## src/rtl/booth_mult.sv

```systemverilog
// Sequential radix-2 Booth signed multiplier: one recoded multiplier bit per clock,
// NBITS iterations per product, result registered on prod when busy falls.
module booth_mult #(
  parameter int MBITS = 16,
  parameter int NBITS = 16
) (
  output logic [MBITS+NBITS-1:0] prod,
  input  logic [MBITS-1:0]       mpd,
  input  logic [NBITS-1:0]       mpr,
  input  logic                   clk,
  output logic                   busy,
  input  logic                   start,
  input  logic                   reset
);

  localparam int CW = $clog2(NBITS + 1);

  typedef enum logic {IDLE = 1'b0, RUN = 1'b1} state_t;

  state_t                   state_q, state_d;
  logic [MBITS:0]           a_q, a_d;
  logic [MBITS:0]           m_q, m_d;
  logic [NBITS-1:0]         q_q, q_d;
  logic                     qm1_q, qm1_d;
  logic [CW-1:0]            cnt_q, cnt_d;
  logic [MBITS+NBITS-1:0]   prod_q, prod_d;
  logic [MBITS:0]           sum;

  always_ff @(posedge clk or posedge reset) begin
    if (reset) begin
      state_q <= IDLE;
      a_q     <= '0;
      m_q     <= '0;
      q_q     <= '0;
      qm1_q   <= 1'b0;
      cnt_q   <= '0;
      prod_q  <= '0;
    end else begin
      state_q <= state_d;
      a_q     <= a_d;
      m_q     <= m_d;
      q_q     <= q_d;
      qm1_q   <= qm1_d;
      cnt_q   <= cnt_d;
      prod_q  <= prod_d;
    end
  end

  always_comb begin
    state_d = state_q;
    a_d     = a_q;
    m_d     = m_q;
    q_d     = q_q;
    qm1_d   = qm1_q;
    cnt_d   = cnt_q;
    prod_d  = prod_q;
    sum     = a_q;
    unique case (state_q)
      IDLE: begin
        if (start) begin
          state_d = RUN;
          m_d     = {mpd[MBITS-1], mpd};
          a_d     = '0;
          q_d     = mpr;
          qm1_d   = 1'b0;
          cnt_d   = CW'(NBITS);
        end
      end
      RUN: begin
        unique case ({q_q[0], qm1_q})
          2'b01:   sum = a_q + m_q;
          2'b10:   sum = a_q - m_q;
          default: sum = a_q;
        endcase
        // Arithmetic right shift of {A, Q, Q-1}; A keeps one guard bit so -2^(MBITS-1) never overflows.
        a_d   = {sum[MBITS], sum[MBITS:1]};
        q_d   = {sum[0], q_q[NBITS-1:1]};
        qm1_d = q_q[0];
        cnt_d = cnt_q - CW'(1);
        if (cnt_q == CW'(1)) begin
          state_d = IDLE;
          prod_d  = {a_d[MBITS-1:0], q_d};
        end
      end
      default: state_d = IDLE;
    endcase
  end

  assign busy = (state_q == RUN);
  assign prod = prod_q;

endmodule

```

## config.mk

```make
export PLATFORM = sky130hd
export DESIGN_NAME = booth_mult
export DESIGN_NICKNAME = d
export VERILOG_FILES = /design/src/rtl/booth_mult.sv
export SDC_FILE = /design/constraint.sdc
export NUM_CORES = 1
export LEC_CHECK = 0
export CAP_MARGIN = 30
export CORE_MARGIN = 2
export CORE_UTILIZATION = 50
export CTS_CLUSTER_SIZE = 16
export DETAILED_ROUTE_END_ITERATION = 6
export PLACE_DENSITY = 0.85
export SLEW_MARGIN = 20
export SYNTH_ARGS = -nofsm -noshare
export SYNTH_HDL_FRONTEND = slang
export SYNTH_SLANG_ARGS = --single-unit
```

## constraint.sdc

```tcl
create_clock -name clk -period 2.9 [get_ports clk]
set_clock_uncertainty 0.05 [all_clocks]
set_input_delay 0.435 -clock clk [delete_from_list [all_inputs] [get_ports clk]]
set_output_delay 0.435 -clock clk [all_outputs]
set_load 0.05 [all_outputs]
```

### After elaboration in Yosys (flattened, before gate mapping)

Index checks and enable logic that the tools add are counted.

* register bits: 88
* word-level logic and storage cells: 29
* output and inout port bits: 33
* input bits: 35

* equality and inequality tests: 4
* reductions and logical operators: 2
* add/sub/neg operators: 3
* bitwise logic cells: 1
* mux-type cells: 12

Operators with widths (count)
* 17-bit case mux with 2 select lines: 2
* 16-bit case mux with 2 select lines: 1
* 17-bit adder: 1
* 17-bit two-way mux: 1
* 17-bit subtractor: 1
* 16-bit two-way mux: 1
* 5-bit case mux with 2 select lines: 1
* 5-bit by 1-bit == test with 1-bit output, second input constant: 1
* 5-bit two-way mux: 1
* 5-bit by 1-bit subtractor with 5-bit output, second input constant: 1
* 1-bit case mux with 2 select lines: 2
* 2-bit AND reduction: 2
* 1-bit two-way mux: 3
* 2-bit by 1-bit == test with 1-bit output, second input constant: 1
* 2-bit == test, second input constant: 1
* 2-bit inequality test, second input constant: 1
* 1-bit NOT: 1

### Longest topological paths before layout

Gate-level depths: netlist of the first run.

* word-level depth: 3
* gate-level depth with buffers: 14
* depth with buffers taken out: 14

### Least setup slack after synthesis of the first run

No wires, ideal clock.

* path kind: reg-to-reg
* from: reg m_q[3]
* to: reg prod_q[26], in the netlist prod[26]
* data required time: 2725 ps
* arrival: 3014 ps
* setup slack: -288 ps
* stages on the path, launching flop included: 13
* path buffers: 0
* cell sequence: dfrtp_1 > or3_4 > or3_1 > o31ai_1 > xor2_1 > ha_1 > o211ai_1 > nor2_1 > o21ai_0 > a41oi_2 > xor2_1 > mux2_2 > mux2_2

* cells in the longest elaborated chain, start to end: 2
* elaborated cells on any way between the ends: 3

RTL lines
* start: declaration: line 22 `logic [MBITS:0] m_q, m_d;`
* start signal: assignment: line 41 `m_q <= m_d;`
* 17-bit subtractor / 17-bit adder (equally long branches): line 72, 71
* 17-bit case mux with 2 select lines (*): line 70 `unique case ({q_q[0], qm1_q})`
* end signal: assignment: line 45 `prod_q <= prod_d;`
* end: declaration: line 26 `logic [MBITS+NBITS-1:0] prod_q, prod_d;`

Every way passes the cells marked *; elsewhere a longest branch is shown, timed or not.
A chain may end at the register's enable or synchronous reset.

### Final worst setup path of the first run

* from: reg m_q[3]
* to: reg a_q[15]

* cells in the longest elaborated chain, start to end: 3
* elaborated cells on any way between the ends: 4

RTL lines
* 17-bit subtractor / 17-bit adder (equally long branches): line 72, 71
* 17-bit case mux with 2 select lines (*): line 70
* 17-bit case mux with 2 select lines (*): line 58 `unique case (state_q)`
* end signal: assignment: line 32 `a_q <= '0;`
* end signal: assignment: line 40 `a_q <= a_d;`
* end: declaration: line 21 `logic [MBITS:0] a_q, a_d;`

Marked as above.

==> qor.yml, run 1 <==
status: "finished with violations"
violations: "setup timing"
cp_slowest_stage_delay_ps: 400
die_y_um: 102.3
remaining_drc_errors: 0
hold_path.class: "flop to flop"
critical_path.cell_chain: "or3_4, or3_4, nor4_4, a21oi_1, xnor2_1, ha_1, nand4_1, nor3_2, o211ai_1, a211oi_2, nor2_2, a21oi_1, mux2i_1"
num_vias: 4453
end_kind: "flop"
wirelength_um: 13370
setup_ws_ps: -591.4
critPathKind: "flop to flop"
avgViaCountPerCell: 5.680
ctsHoldBuffers: 0
synth_edf_count: 0
final_nets: 706
min_period_ps: 3491
hold_viol: 0
drtIter0Drc: 381
place_congestion: 0.9070
grt_pass1_wl_um: 20240
tightest_slew_ps: 551.0
critPathTopFamily: "simple AND/OR/NAND/NOR gates"
critPathBufInv: 0
synth_top_area_cell: "dfrtp_1"
die_x_um: 102.3
grt-ovfl-total: 0
cp_slowest_cell: "dfrtp_1"
clockBufferDepth: 2
cp.arrival_ps: 3700
syn_avg_cell_area_um2: 9.319
synth_area_leaders: "dfrtp_1 45%, nand2_1 8.7%, ha_1 5.2%, mux2_2 5.1%, o21ai_0 4.8%"
clk_pin_slew_worst_paths_ps: 90
area_growth_pct: 36.11
drv_cap: 0
insertion_delay_ps: 370
rows: 35
antenna_found_initial: 0
syn-cell-area_um2: 4827
seqCellArea_um2: 2178
cts_tree: "done"
synthFlopType: "dfrtp_1"
fmax_mhz: 286.4
grt_pass1_vias: 4407
ys_seq_area_share_pct: 45.10
cts_buffers: 9
clockRootBuffer: "clkbuf_8"
fillers: 665
clkSinkCount: 87
netlist_instances: 518
async_reset_ff_share_pct: 100.0
dieArea_um2: 10460
grt_use_total_pct: 24.41
critPathLaunchType: "flop"
ant_nets: 0
h-tree-depth: 3
io_pins: 68
ys_types: 49
fp.coreArea_um2: 9284
layout-drive-gt1-share_pct: 24.12
synth.most_common_cell: "nand2_1"
synth_top_area_share_pct: 45.10
slew_headroom_pct: 63.13
drt-pass1-iter-count: 6
antenna_cells_inserted: 0
worstPathMaxFanout: 5
synth_seq_cells: 87
ys_warn_count: 0
hpwlAfterDp_um: 8499
worstPathRequired_ps: 3100
setup-violations-final: 20
synth_commonest_cells: "112 x nand2_1, 87 x dfrtp_1, 46 x o21ai_0, 26 x nor2_1, 25 x a21oi_1"
multi_input_comb_area_um2: 2706
port_buffers: 67
drv_slew: 0
rsz0062_at_grt: "true"
post-route-period-util_pct: 120.4
initial_core_util_pct: 51.99
grt_max_degree: 88
wire_per_inst_um: 17.05
synth_nets: 574
fin_util_pct: 70.77
-- layer usage --
layer	up-vias	track usage [%]	part of all wire [%]
li1	2047	-	-
met1	2177	29.71	40
met2	175	43.02	52
met3	54	3.352	4.6
met4	0	11.08	3.8
met5	-	0	0
-- sequential cells by signal, summed over array words and instances (netlist names) --
signal  count
cnt_q       5
prod       32
m_q        16
q_q        16
busy        1
qm1_q       1
a_q        16
-- worst min-delay path, stage by stage, from the launching register on --
cell	delay, ps
dfrtp_1	350
nand2_1	50
nand2_1	50
-- per-stage QoR --
stage | instances | setup TNS [ps] | area (µm²) | hold WS [ps] | worst slack [ps]
5_1_grt | 784 | -8726 | 6570 | 463.3 | -741.2
3_5_place_dp | 756 | -4772 | 6115 | 412.8 | -416.1
6_report | 784 | -6127 | 6570 | 431.7 | -591.4
4_1_cts | 774 | -3943 | 6355 | 434.5 | -297.3
3_3_place_gp | 756 | -3507 | 6115 | 411.5 | -283.0
2_1_floorplan | 518 | -1889 | 4857 | 410.0 | -214.4
-- logic make-up after synthesis --
| kind of cell | after synthesis | synth area share (%) |
|---|---|---|
| XOR/XNOR | 28 | 5.080 |
| buffers and inverters | 40 | 3.214 |
| AND/OR/NAND/NOR | 185 | 17.55 |
| adder cells (fa/ha/maj) | 21 | 5.599 |
| AO/OA/AOI/OAI | 114 | 13.97 |
| multiplexers | 43 | 9.487 |
| flip-flops | 87 | 45.10 |
-- layout by cell type (no fill, tap or decap), drive strengths merged, types with 5 or more instances in the layout --
master and n:
nor2 26, o31ai 6, clkdlybuf4s50 67, clkbuf 10
nand2b 10, or3 6, mux2 22, inv 16
buf 79, o21ai 53, ha 20, mux2i 21
xor2 10, nor3b 6, xnor2 18, nor3 8
dfrtp 87, nand2 112, a21oi 25, a31oi 5
-- repair_timing --
action | CTS | global route
setup endpoints to repair | 18 | 22
buffers inserted | 2 | 10
pin swaps | 9 | 16
gates resized for setup | 12 | 39
-- path summary, 6_finish.rpt --
| kind | from | endpoint | slack (ps) | cells past startpoint |
|---|---|---|---|---|
| hold / removal | prod[18]$_DFFE_PP0P_ | prod[18]$_DFFE_PP0P_ | 430 | 2 |
| min in group asynchronous | reset | prod[0]$_DFFE_PP0P_ | 440 | 3 |
| max in group asynchronous | reset | busy$_DFF_PP0_ | 2000 | 3 |
| setup reg to reg | m_q[3]$_DFFE_PP0P_ | a_q[15]$_DFFE_PP0P_ | -590 | 13 |
| setup / recovery | m_q[3]$_DFFE_PP0P_ | a_q[15]$_DFFE_PP0P_ | -590 | 13 |
| hold reg to reg | prod[18]$_DFFE_PP0P_ | prod[18]$_DFFE_PP0P_ | 430 | 2 |
-- final cells by class --
type / instances / area share [%]
tap: 129 / 2.457
clock buffer: 10 / 1.942
inverter: 15 / 0.8760
sequential: 87 / 33.16
timing repair buffer: 146 / 19.60
multi-input combinational: 391 / 41.19
clock inverter: 6 / 0.7808
Power of run 1 is not shown: default switching activity piles up to over one toggle a cycle in this logic, so the estimate is an artifact.
==> inputs of run 2 (changes only) <==
--- a/config.mk
+++ b/config.mk
@@ -6,11 +6,13 @@
 export NUM_CORES = 1
 export LEC_CHECK = 0
 export CAP_MARGIN = 30
+export CORE_ASPECT_RATIO = 0.75
 export CORE_MARGIN = 2
 export CORE_UTILIZATION = 50
 export CTS_CLUSTER_SIZE = 16
 export DETAILED_ROUTE_END_ITERATION = 6
 export PLACE_DENSITY = 0.85
+export SKIP_LAST_GASP = 1
 export SLEW_MARGIN = 20
 export SYNTH_ARGS = -nofsm -noshare
 export SYNTH_HDL_FRONTEND = slang
==> run 2 against run 1 <==
  * The flow still finishes with violations (setup timing)
  * Critical path type unchanged
  * Cell count increased by 1.0%
  * Utilization up 1.7 points
  * Wire length is 5.0% higher
  * Cell area increased by 4.8%
  * Via count is 1.0% lower
  * Critical path depth unchanged
  * Setup slack better by 21 ps
  * Sequential cell count stayed put
  * Non-clock buffer count increased by 5
==> qor.yml, run 2 (synthesis results as in run 1) <==
die_y_um: 89.09  # -13%
setup_tns_ps: -7394  # -1267 ps
drt-pass1-iter-count: 5  # -1
dieArea_um2: 10460  # about the same
final_nets: 711  # +0.71%
seqCellArea_um2: 2178  # unchanged
io_pins: 68  # unchanged
antenna_cells_inserted: 0  # unchanged
post-place-ws_ps: -527.0  # -110.9 ps
clockRootBuffer: "clkbuf_16"
fp.coreArea_um2: 9503  # +2.4%
fillers: 635  # -4.5%
rsz0062_at_grt: "true"
critPathTopFamily: "simple AND/OR/NAND/NOR gates"
reg2reg_depth: 13  # unchanged
fin_util_pct: 72.47  # +1.7 points
largest_reg_flops: 32  # unchanged
grt_pass1_wl_um: 21080  # +4.2%
drtIter0Drc: 288  # -24%
post-route-period-util_pct: 119.7  # -0.71 points
insertion_delay_ps: 350  # -20 ps
crit_start: "m_q[3]$_DFFE_PP0P_"
reg2reg_to: "prod[28]$_DFFE_PP0P_"
cp_slowest_cell: "dfrtp_1"
initial_core_util_pct: 50.80  # -1.2 points
grt_pass1_vias: 4404  # -0.068%
place_congestion: 0.9271  # +2.2%
cp.arrival_ps: 3700  # about the same
worstPathRequired_ps: 3130  # +30 ps
r2r_slack_ps: -570  # +20 ps
clkSinkCount: 87  # unchanged
setup_ws_ps: -570.6  # +20.71 ps
area_growth_pct: 42.66
grt_use_total_pct: 25.41  # +1.0 points
cp-endpoint: "prod[28]$_DFFE_PP0P_"
setup-violations-final: 23  # +15%
worstPathMaxFanout: 4  # -1
num_vias: 4408  # -1.0%
cts_buffers: 9  # unchanged
die_x_um: 117.5  # +15%
tightest_slew_ps: 621.0  # +69.98 ps
remaining_drc_errors: 0  # unchanged
cp_common_cell: "or3_4"
grt-ovfl-total: 0  # unchanged
layout_commonest_cell: "nand2_1"
cts_tree: "done"
ant_nets: 0  # unchanged
critPathBufInv: 1  # +1
clockBufferDepth: 2  # unchanged
hold_path.class: "primary input to async pin"
holdWs_ps: 422.8  # -8.913 ps
rows: 31  # -11%
critPathLaunchType: "flop"
wire_per_inst_um: 17.72  # +3.9%
fmax_mhz: 288.1  # +0.60%
timing.rr.start: "m_q[3]$_DFFE_PP0P_"
critical_path.cell_chain: "or3_4, or3_4, buf_12, o31ai_4, xor2_1, ha_1, o211ai_1, nor2_2, o21ai_2, a41oi_4, and3b_1, a311oi_2, mux2_4"
hold_viol: 0  # unchanged
multi_input_comb_area_um2: 2845  # +5.1%
wirelength_um: 14030  # +5.0%
final_cell_mix: "108 x nand2_1, 86 x dfrtp_1, 76 x buf_4"
avgViaCountPerCell: 5.566  # -2.0%
ctsHoldBuffers: 0  # unchanged
layout-drive-gt1-share_pct: 28.03  # +3.9 points
status: "finished with violations"
min_period_ps: 3471  # -20.71 ps
cp_slowest_stage_delay_ps: 400  # about the same
drv_slew: 0  # unchanged
end_kind: "flop"
port_buffers: 67  # unchanged
cp.depth: 13  # unchanged
grt_max_degree: 59  # -33%
h-tree-depth: 3  # unchanged
clk_pin_slew_worst_paths_ps: 60  # -30 ps
slew_headroom_pct: 58.55  # -4.6 points
violations: "setup timing"
hpwlAfterDp_um: 8533  # +0.40%
drv_cap: 0  # unchanged
antenna_found_initial: 0  # unchanged
critPathKind: "flop to flop"
[run 2: cell count changes in the layout (fill, tap and decap cells not counted), moves of 3 or more]
cell       before  now
a21oi_2         3   11
nor2_1         23   20
nor2_2          1    4
clkbuf_16       0    9
clkbuf_8        9    0
a21oi_1        20   12
inv_6           3    0
buf_6           3    6
[run 2: worst min path at each step]
| stage | to | slack [ps] | cells after the start | from |
|---|---|---|---|---|
| 2_1_floorplan | prod[0]$_DFFE_PP0P_ | 410 | 2 | q_q[1]$_DFFE_PP0P_ |
| 3_3_place_gp | prod[11]$_DFFE_PP0P_ | 410 | 2 | prod[11]$_DFFE_PP0P_ |
| 3_5_place_dp | prod[15]$_DFFE_PP0P_ | 410 | 2 | prod[15]$_DFFE_PP0P_ |
| 4_1_cts | prod[5]$_DFFE_PP0P_ | 430 | 2 | prod[5]$_DFFE_PP0P_ |
| 5_1_grt | prod[8]$_DFFE_PP0P_ | 450 | 2 | prod[8]$_DFFE_PP0P_ |
| 6_report | cnt_q[4]$_DFFE_PP0P_ | 420 | 2 | reset |
[run 2: layer usage]
metal / track usage [%] / part of all wire [%]
met4: 10.41 / 3.2
met2: 45.83 / 53
met3: 5.740 / 4.4
met1: 30.21 / 40
met5: 0 / 0
[run 2: through the flow]
step                std cells  instance area [µm²]
floorplan                 518                 4857
global placement          761                 6133
detailed placement        761                 6133
CTS                       781                 6550
global route              792                 6887
finish                    792                 6887
[run 2: layout make-up]
type,count,share of cell area [%]
multi-input cells,391,41.32
flip-flops and latches,87,31.63
repair buffers,151,19.59
clock buffers,11,3.379
well taps,132,2.398
clock inverters,5,0.8539
inverters,15,0.8358
[run 2: worst register-to-register path, stage by stage, from the launching register on]
cell and delay (ps):
dfrtp_1 400, or3_4 390, or3_4 380, buf_12 140, o31ai_4 170, xor2_1 100
ha_1 340, o211ai_1 130, nor2_2 160, o21ai_2 80, a41oi_4 290, and3b_1 230
a311oi_2 330, mux2_4 210
[run 2: what timing repair did]
item | 4_1_cts | 5_1_grt
setup endpoints to repair | 21 | 24
setup buffers | 4 | 11
pin swaps | 16 | 18
resized for setup | 28 | 59
gates cloned | 0 | 0
Power of run 2 is left out for the same reason.
==> inputs of run 3 (changes only) <==
--- a/config.mk
+++ b/config.mk
@@ -11,7 +11,10 @@
 export CORE_UTILIZATION = 50
 export CTS_CLUSTER_SIZE = 16
 export DETAILED_ROUTE_END_ITERATION = 6
-export PLACE_DENSITY = 0.85
+export DONT_BUFFER_PORTS = 1
+export GPL_ROUTABILITY_DRIVEN = 1
+export HOLD_SLACK_MARGIN = 0.06
+export PLACE_DENSITY = 0.76
 export SKIP_LAST_GASP = 1
 export SLEW_MARGIN = 20
 export SYNTH_ARGS = -nofsm -noshare
==> run 3 against run 2 <==
  * The run still ends with setup timing left
  * Global-route usage shrank 2.2 points
  * Highest routed layer unchanged
  * Fmax grew 5.6%
  * Utilization shrank 8.9 points
  * Die area is the same
  * Sequential cell count is the same
  * Cell count shrank 8.8%
  * Worst hold slack lost 300 ps
  * First-iteration DRC count shrank 24%
  * Critical path depth is the same
==> qor.yml, run 3 (synthesis results as in run 1) <==
wire_per_inst_um: 16.52  # -6.8%
reg2reg_depth: 13  # unchanged
grt_pass1_vias: 4014  # -8.9%
fp.coreArea_um2: 9503  # unchanged
critPathLaunchType: "flop"
antenna_cells_inserted: 0  # unchanged
drv_cap: 0  # unchanged
final_cell_mix: "109 x nand2_1, 86 x dfrtp_1, 78 x buf_4"
avgViaCountPerCell: 5.546  # -0.36%
multi_input_comb_area_um2: 2728  # -4.1%
min_period_ps: 3286  # -184.4 ps
worstPathMaxFanout: 4  # unchanged
clockBufferDepth: 2  # unchanged
wirelength_um: 11930  # -15%
layout-drive-gt1-share_pct: 28.47  # +0.44 points
fillers: 754  # +19%
rows: 31  # unchanged
critPathKind: "flop to flop"
violations: "setup timing"
post-route-period-util_pct: 113.3  # -6.4 points
grt_use_total_pct: 23.18  # -2.2 points
tightest_slew_ps: 792.0  # +171.1 ps
setup-violations-final: 16  # -30%
largest_reg_flops: 32  # unchanged
die_x_um: 117.5  # unchanged
area_growth_pct: 25.09
io_pins: 68  # unchanged
die_y_um: 89.09  # unchanged
end_kind: "flop"
dieArea_um2: 10460  # unchanged
place_congestion: 0.9053  # -2.4%
port_buffers: 0  # -100%
crit_start: "m_q[3]$_DFFE_PP0P_"
setup_ws_ps: -386.3  # +184.4 ps
drt-pass1-iter-count: 5  # unchanged
worstPathRequired_ps: 3070  # -60 ps
insertion_delay_ps: 340  # about the same
layout_commonest_cell: "nand2_1"
remaining_drc_errors: 0  # unchanged
cts_buffers: 9  # unchanged
grt_max_degree: 74  # +25%
slew_headroom_pct: 47.20  # -11 points
setup_tns_ps: -4794  # +2600 ps
hold_viol: 0  # unchanged
clk_pin_slew_worst_paths_ps: 70  # about the same
layout.cells.non_filler: 722  # -8.8%
fmax_mhz: 304.3  # +5.6%
ant_nets: 0  # unchanged
grt-ovfl-total: 0  # unchanged
dp_cells: 696  # -8.5%
h-tree-depth: 3  # unchanged
cp.arrival_ps: 3460  # -240 ps
cp-endpoint: "prod[30]$_DFFE_PP0P_"
seqCellArea_um2: 2178  # unchanged
hold_path.class: "primary input to flop"
post-place-ws_ps: -424.0  # +103.0 ps
r2r_slack_ps: -390  # +180 ps
clkSinkCount: 87  # unchanged
num_vias: 4004  # -9.2%
drtIter0Drc: 219  # -24%
grt_pass1_wl_um: 19350  # -8.2%
final_nets: 641  # -9.8%
cts_tree: "done"
rsz0062_at_grt: "true"
reg2reg_to: "prod[30]$_DFFE_PP0P_"
drv_slew: 0  # unchanged
antenna_found_initial: 0  # unchanged
timing.rr.start: "m_q[3]$_DFFE_PP0P_"
status: "finished with violations"
initial_core_util_pct: 50.80  # unchanged
hpwlAfterDp_um: 8069  # -5.4%
clockRootBuffer: "clkbuf_16"
-- run 3: cell count changes in the layout (fill, tap and decap cells not counted), moves of 4 or more --
cell,before,now
o21ai_2,8,4
buf_6,6,1
o21ai_0,33,37
clkdlybuf4s50_1,67,0
-- run 3: through the flow --
| step | instance area, µm² | util [%] | hold slack [ps] |
|---|---|---|---|
| after global routing | 6038 | 63.54 | 116.4 |
| after detailed placement | 5478 | 57.64 | 411.9 |
| after floorplan | 4857 | - | 410.0 |
| after CTS | 5917 | 62.26 | 111.9 |
| final | 6038 | 63.54 | 121.1 |
| after global placement | 5478 | 57.64 | 400.5 |
-- run 3: worst max-delay path, stage by stage, from the launching register on --
cell,delay (ps)
dfrtp_1,380
or3_4,390
or3_4,380
o31ai_2,210
xor2_1,100
ha_1,370
o211ai_1,110
nor2_1,140
o21ai_1,90
a41oi_2,270
buf_4,200
buf_4,120
a311oi_2,100
mux2_4,270
-- run 3: layout make-up --
class                           count  area share, %
Tap cell                          132          2.735
Inverter                           15         0.9532
Multi-Input combinational cell    391          45.17
Sequential cell                    87          36.08
Clock buffer                        9          3.730
Clock inverter                      7         0.9532
Timing Repair Buffer               81          10.38
-- run 3: repair_timing --
item,CTS,global route
gates resized for setup,26,27
hold buffers,1,0
hold endpoints to repair,38,0
endpoints found under the setup margin,18,23
pin swaps,12,9
buffers inserted,6,3
-- run 3: how the worst min path moves through the flow --
stage / to / from / cells past startpoint / slack (ps)
after floorplan: prod[0]$_DFFE_PP0P_ / q_q[1]$_DFFE_PP0P_ / 2 / 410
after CTS: a_q[0]$_DFFE_PP0P_ / start / 1 / 110
after global routing: a_q[0]$_DFFE_PP0P_ / start / 1 / 120
after global placement: prod[0]$_DFFE_PP0P_ / reset / 1 / 400
after detailed placement: prod[1]$_DFFE_PP0P_ / reset / 1 / 410
final: a_q[0]$_DFFE_PP0P_ / start / 1 / 120
-- run 3: per-layer routing --
metal	track usage (%)	wire length, µm
met1	28.58	5185
met2	40.83	5928
met3	6.633	662
met4	6.353	150
met5	0	0
Power of run 3 is left out for the same reason.
